===== src/rtl/line_buf_scheduler.sv =====
// Slot scheduler for the PAL-to-HD upsample line buffer: write/read slot pointers,
// occupancy, field-length detection and priming. Optional stats counters: LBS_STATS_EN.
module line_buf_scheduler #(
  parameter int SLOTS       = 8,
  parameter int SLOT_ADDR_W = 11,
  parameter int ADDR_W      = 14,
  parameter int PRIME_SHORT = 2,
  parameter int PRIME_LONG  = 3
) (
  input  logic                       clk,
  input  logic                       rst,
  input  logic                       i_wr_line,
  input  logic                       i_rd_line,
  input  logic                       i_frame,
  input  logic                       i_stats_clr,
  output logic [ADDR_W-1:0]          o_wr_base,
  output logic [ADDR_W-1:0]          o_rd_base,
  output logic [$clog2(SLOTS):0]     o_occupancy,
  output logic                       o_rd_blank,
  output logic                       o_rd_repeat,
  output logic                       o_overflow,
  output logic                       o_long_field,
  output logic [15:0]                o_underflow_cnt,
  output logic [15:0]                o_overflow_cnt
);

  localparam int SW = $clog2(SLOTS);
  localparam int OW = SW + 1;
  localparam logic [OW-1:0] OCC_MAX   = OW'(SLOTS - 1);
  localparam logic [OW-1:0] P_SHORT   = OW'(PRIME_SHORT);
  localparam logic [OW-1:0] P_LONG    = OW'(PRIME_LONG);
  localparam logic [10:0]   LINES_MAX = 11'h7FF;

  typedef enum logic [1:0] {IDLE, FILL, RUN} state_t;

  state_t          state_reg, state_next;
  logic [SW-1:0]   wr_slot_reg, wr_slot_next;
  logic [SW-1:0]   rd_slot_reg, rd_slot_next;
  logic [OW-1:0]   occ_reg, occ_next;
  logic [10:0]     lines_cur_reg, lines_cur_next;
  logic [10:0]     lines_prev_reg, lines_prev_next;
  logic            long_reg, long_next;
  logic            rep_reg, rep_next;
  logic            ovf_reg, ovf_next;
  logic            wr_ok, rd_ok;
  logic [OW-1:0]   prime_depth;

  assign prime_depth = long_reg ? P_LONG : P_SHORT;

  always_ff @(posedge clk) begin
    if (rst) begin
      state_reg      <= IDLE;
      wr_slot_reg    <= '0;
      rd_slot_reg    <= '0;
      occ_reg        <= '0;
      lines_cur_reg  <= '0;
      lines_prev_reg <= '0;
      long_reg       <= 1'b0;
      rep_reg        <= 1'b0;
      ovf_reg        <= 1'b0;
    end else begin
      state_reg      <= state_next;
      wr_slot_reg    <= wr_slot_next;
      rd_slot_reg    <= rd_slot_next;
      occ_reg        <= occ_next;
      lines_cur_reg  <= lines_cur_next;
      lines_prev_reg <= lines_prev_next;
      long_reg       <= long_next;
      rep_reg        <= rep_next;
      ovf_reg        <= ovf_next;
    end
  end

  always_comb begin
    state_next      = state_reg;
    wr_slot_next    = wr_slot_reg;
    rd_slot_next    = rd_slot_reg;
    occ_next        = occ_reg;
    lines_cur_next  = lines_cur_reg;
    lines_prev_next = lines_prev_reg;
    long_next       = long_reg;
    rep_next        = 1'b0;
    ovf_next        = 1'b0;
    // Full/empty decisions both use the pre-edge occupancy.
    wr_ok = i_wr_line && (occ_reg < OCC_MAX);
    rd_ok = i_rd_line && (state_reg == RUN) && (occ_reg != '0);
    if (i_frame) begin
      wr_slot_next    = '0;
      rd_slot_next    = '0;
      occ_next        = '0;
      state_next      = FILL;
      lines_prev_next = lines_cur_reg;
      lines_cur_next  = '0;
      long_next       = (lines_cur_reg > lines_prev_reg);
    end else if (state_reg != IDLE) begin
      if (state_reg == FILL && occ_reg >= prime_depth)
        state_next = RUN;
      if (i_wr_line) begin
        if (lines_cur_reg != LINES_MAX)
          lines_cur_next = lines_cur_reg + 11'd1;
        if (wr_ok)
          wr_slot_next = wr_slot_reg + 1'b1;
        else
          ovf_next = 1'b1;
      end
      if (i_rd_line && state_reg == RUN) begin
        if (rd_ok)
          rd_slot_next = rd_slot_reg + 1'b1;
        else
          rep_next = 1'b1;
      end
      case ({wr_ok, rd_ok})
        2'b10:   occ_next = occ_reg + 1'b1;
        2'b01:   occ_next = occ_reg - 1'b1;
        default: occ_next = occ_reg;
      endcase
    end
  end

  assign o_wr_base    = ADDR_W'(wr_slot_reg) << SLOT_ADDR_W;
  assign o_rd_base    = ADDR_W'(rd_slot_reg) << SLOT_ADDR_W;
  assign o_occupancy  = occ_reg;
  assign o_rd_blank   = (state_reg != RUN);
  assign o_rd_repeat  = rep_reg;
  assign o_overflow   = ovf_reg;
  assign o_long_field = long_reg;

`ifdef LBS_STATS_EN
  logic [15:0] ucnt_reg, ocnt_reg;

  // Counters track the pulses being registered this edge, so they move with them.
  always_ff @(posedge clk) begin
    if (rst || i_stats_clr) begin
      ucnt_reg <= '0;
      ocnt_reg <= '0;
    end else begin
      if (rep_next && ucnt_reg != 16'hFFFF)
        ucnt_reg <= ucnt_reg + 16'd1;
      if (ovf_next && ocnt_reg != 16'hFFFF)
        ocnt_reg <= ocnt_reg + 16'd1;
    end
  end

  assign o_underflow_cnt = ucnt_reg;
  assign o_overflow_cnt  = ocnt_reg;
`else
  logic stats_clr_unused;
  assign stats_clr_unused = i_stats_clr;
  assign o_underflow_cnt  = 16'd0;
  assign o_overflow_cnt   = 16'd0;
`endif

endmodule


===== config.mk =====
export PLATFORM = sky130hd
export DESIGN_NAME = line_buf_scheduler
export DESIGN_NICKNAME = d
export VERILOG_FILES = /design/src/rtl/line_buf_scheduler.sv
export SDC_FILE = /design/constraint.sdc
export NUM_CORES = 1
export LEC_CHECK = 0
export ABC_AREA = 1
export CAP_MARGIN = 10
export CORE_MARGIN = 10
export CORE_UTILIZATION = 46
export DETAILED_ROUTE_END_ITERATION = 6
export GPL_ROUTABILITY_DRIVEN = 1
export PLACE_DENSITY_LB_ADDON = 0.1
export SLEW_MARGIN = 40
export SYNTH_ARGS = -nofsm -noshare
export SYNTH_HDL_FRONTEND = slang
export SYNTH_SLANG_ARGS = --single-unit
export TNS_END_PERCENT = 30

===== constraint.sdc =====
create_clock -name clk -period 2.4 [get_ports clk]
set_clock_uncertainty 0.05 [all_clocks]
set_input_delay 0.36 -clock clk [delete_from_list [all_inputs] [get_ports clk]]
set_output_delay 0.36 -clock clk [all_outputs]
set_load 0.02 [all_outputs]

Word level (Yosys, flattened, before mapping):

Index checks and enable logic that the tools add are counted.

* bits in registers: 37
* input bits: 6

* $add $sub $neg: 5
* muxes and demuxes: 7
* $lt $le $gt $ge: 3
* reductions and logical operators: 18
* equal/unequal tests: 6
* bitwise logic cells: 3

Operators with widths (count)
* $add 11x1->11 const B: 1
* $gt 11x11->1: 1
* $ne 11x11->1 const B: 1
* $reduce_and 3->1: 3
* $pmux 4 s2: 1
* $reduce_bool 2->1: 4
* $reduce_or 4->1: 2
* $add 3x1->3 const B: 2
* $mux 1: 6
* $reduce_and 2->1: 3
* $add 4x1->4 const B: 1
* $eq 2x1->1 const B: 2
* $eq 2x2->1 const B: 2
* $ge 4x2->1: 1
* $logic_and 1x1->1: 4
* $lt 4x3->1 const B: 1
* $reduce_bool 4->1: 1
* $sub 4x1->4 const B: 1
* $not 1->1: 3
* $ne 2x2->1 const B: 1
* $reduce_or 2->1: 1

Longest topological paths before layout:

* depth after elaboration: 6
* depth in mapped cells: 12
* mapped depth without buffers: 12

Least setup slack after synthesis:

OpenSTA, ideal clock, no wires.

* path type: reg-to-reg
* from: reg occ_reg[1], in the netlist o_occupancy[1]
* to: reg occ_reg[3], in the netlist o_occupancy[3]
* arrival time: 1.921 ns
* data required time: 2.218 ns
* stages on the path, launching flop included: 13
* setup time: 0.132 ns
* path slack: 0.296 ns
* path buffers: 0
* path through: dfxtp_1 > inv_1 > nand3_1 > nand3_1 > inv_1 > ha_1 > ha_1 > a21oi_1 > nand2_1 > nand2_1 > nand2_1 > nand2_1 > a21oi_1

* longest elaborated chain between the ends: 5
* elaborated cells between the ends (all ways): 11
* classes of those cells: add/sub: 2; order compare: 1; eq/ne: 2; mux: 1; reduce/logical: 5

Ends and longest elaborated chain
* start, declared: RTL line 39 `logic [OW-1:0] occ_reg, occ_next;`
* start signal, assigned: RTL line 65 `occ_reg <= occ_next;`
* $lt 4x3->1 / $reduce_bool 4->1 (equally long branches): RTL line 85, 86
* $logic_and 1x1->1, on equally long branches: RTL line 85, 86
* $eq 2x1->1 / $eq 2x2->1 (equally long branches): RTL line 112 `case ({wr_ok, rd_ok})`
* $reduce_bool 2->1 (no source line)
* $reduce_and 2->1 (no source line)

Parallel ways exist; a longest one is shown, timed or not.
A chain may end at the register's enable or synchronous reset.

Worst setup path in the final report:

* from: reg occ_reg[0], in the netlist o_occupancy[0]
* to: reg occ_reg[3], in the netlist o_occupancy[3]

The elaborated chain is that of the path after synthesis.

==> metrics.cfg <==
[yosys]
yosys-top-cells-area=dfxtp_1, buf_4, ha_1
synth_top_area_share_pct=31.0
ys_warn_count=0
synth_area_per_cell_sq_um=7.38
yosys_most_used_dff=dfxtp_1
synth_top_area_cell=dfxtp_1
yosysSeqAreaShare_pct=31.0
netlist_instances=324
synth_edf_count=0
syn-cell-area_sq_um=2390
async_reset_ff_share_pct=0
yosys_register_bits=37
netlist-cell-type-count=28

[worst_setup_path]
cp.buffers_inverters=2
path_max_fanout=6
startpoint=o_occupancy[0]$_SDFFE_PP0P_
r2r_cells=12
startpoint_type=flip-flop
r2r-end=o_occupancy[3]$_SDFFE_PP0P_
required_ns=2.51
critical-path-slowest-cell=dfxtp_1
endpoint=o_occupancy[3]$_SDFFE_PP0P_
path_cells=inv_1 -> nand3_1 -> nand3_1 -> inv_1 -> ha_1 -> ha_1 -> a21oi_1 -> nand2_1 -> nand2_1 -> nand2_1 -> nand2_1 -> a21oi_1
r2r-start=o_occupancy[0]$_SDFFE_PP0P_
path_depth=12
endpoint_kind=flip-flop
r2r_slack_ns=0.28
arrival_ns=2.23
cp_top_family=adder cells
cp_common_cell=nand2_1
critPathMaxStageDelay_ns=0.42
crit_type=flip-flop to flip-flop

[timing]
rsz0062_at_grt=no
drv_slew=0
fmax_ghz=0.472
slew_headroom_pct=63.1
worst_slack_ns=0.280
worst_pin_slew_ns=0.554
fin_setup_tns_ns=0
setup_viol=0
period_share_pct=88.3
finalHoldViolCount=0
fin_crit_ns=2.12

[placed_design]
place.gp.congestion=0.822
place_ws_ns=0.0659
io_buffers=18
post-dp-hpwl_microns=3850

[run_status]
status=completed

[routing]
routedWlPerCell_microns=11.4
vias_per_cell=4.34
ant_nets=0
wl_met3_microns=272
drt-met1-wl_microns=2140
wl_met2_microns=2330
remaining_drc_errors=0
first_pass_iters=4
drt_iter0_drc=38
routed_wl_microns=4810
vias=1827
dr.max_layer_used=met4

[cts]
cts_resized=0
cts_tree=built
cts_buffers=5
cts_hold_buf=0
root_buffer=clkbuf_8
clock_latency_ns=0.29
post-cts-setup-buffers=0
clk_pin_slew_ns=0.07
cts.path.max_buffers=2
cts_htree_levels=2
cts_num_sinks=37

[layout]
syn2layout_area_growth_pct=9.26
final_common_cell=conb_1
antenna_cells=0
fillers=558
nNetsFinal=375
drive_above_1_share_pct=6.84
final_cell_mix=conb_1, nand2_1, inv_1

[floorplanning]
dieHeight_microns=92.1
dieArea_sq_um=8480
initial_core_util_pct=47.1
core.rowCount=26
core_sq_um=5070
io_pins=74
die_w_microns=92.1

[grt]
overflow=0
grt_pass1_wl_microns=8310
track_usage_pct=11.8
antenna_found_initial=0
first_global_vias=1794
grt_max_degree=16

[pwr]
leakage_nw=1.19
power.density_nw_per_um2=552
max-vdd-ir-drop_mv=0.268

[hold_path]
hp-class=flip-flop to flip-flop

[flow_run]
max_cap_violations=0

-- power breakdown --
group          switching [mW]  leakage (nW)  internal (mW)
clock                   0.228        0.0681          0.413
combinational           0.137         0.822         0.0366
sequential            0.00699         0.299          0.621
total                   0.372          1.19           1.07
-- cells by family after synthesis --
| kind of cell | after synthesis | share of synthesized area, % |
|---|---|---|
| flops | 37 | 31.0 |
| buf+inv | 100 | 24.3 |
| fa+ha+maj | 19 | 10.3 |
| xor+xnor | 7 | 2.56 |
| simple gates | 121 | 22.6 |
| other cells | 1 | 0.157 |
| compound gates | 39 | 9.11 |
-- per-stage QoR --
step | area, sq um | hold WS (ns) | utilization [%] | total power [mW] | cells
floorplan | 2590 | 0.382 | - | 0.842 | 377
global placement | 2480 | 0.408 | 48.8 | 0.811 | 413
detailed placement | 2480 | 0.420 | 48.8 | 0.813 | 413
CTS | 2610 | 0.435 | 51.5 | 1.47 | 421
global route | 2610 | 0.458 | 51.5 | 1.52 | 421
finish | 2610 | 0.431 | 51.5 | 1.44 | 421
-- worst min-delay path: stages, from the launching register on --
cell	delay (ns)
dfxtp_1	0.30
inv_1	0.06
o22ai_1	0.07
-- Yosys cell counts (2+ instances only) --
library cell  instances
a211oi_1              2
dfxtp_1              37
nand4_1               3
o211ai_1              2
buf_4                55
o22ai_1               7
nor2_1               32
inv_1                41
nor2_2                6
a21oi_1              14
clkbuf_1              3
xor2_1                6
o21ai_0              12
nand2_1              53
nand3b_1              2
nand3_1              20
ha_1                 18
-- cell type report --
class / count / area [sq um] / share of cell area (%)
tap: 70 / 87.6 / 3.35
sequential: 37 / 741 / 28.4
clock inverter: 3 / 65.1 / 2.49
clock buffer: 5 / 68.8 / 2.63
timing repair buffer: 24 / 225 / 8.62
multi-input combinational: 240 / 1270 / 48.5
inverter: 42 / 158 / 6.03
-- worst min-delay path by stage --
stage | startpoint | end | depth (start not counted) | slack (ns)
after CTS | lines_prev_reg[7]$_SDFFE_PP0P_ | lines_prev_reg[7]$_SDFFE_PP0P_ | 2 | 0.43
final | lines_prev_reg[7]$_SDFFE_PP0P_ | lines_prev_reg[7]$_SDFFE_PP0P_ | 2 | 0.43
after global routing | lines_prev_reg[7]$_SDFFE_PP0P_ | lines_prev_reg[7]$_SDFFE_PP0P_ | 2 | 0.46
after detailed placement | lines_prev_reg[7]$_SDFFE_PP0P_ | lines_prev_reg[7]$_SDFFE_PP0P_ | 2 | 0.42
after floorplan | lines_prev_reg[0]$_SDFFE_PP0P_ | lines_prev_reg[0]$_SDFFE_PP0P_ | 2 | 0.38
after global placement | lines_prev_reg[0]$_SDFFE_PP0P_ | lines_prev_reg[0]$_SDFFE_PP0P_ | 2 | 0.41
-- metal layers --
| layer | up-vias | track usage [%] |
|---|---|---|
| li1 | 978 | - |
| met1 | 806 | 13.3 |
| met2 | 37 | 19.9 |
| met3 | 6 | 4.40 |
| met4 | 0 | 4.11 |
| met5 | - | 0 |
(Power assumes the default switching activity.)
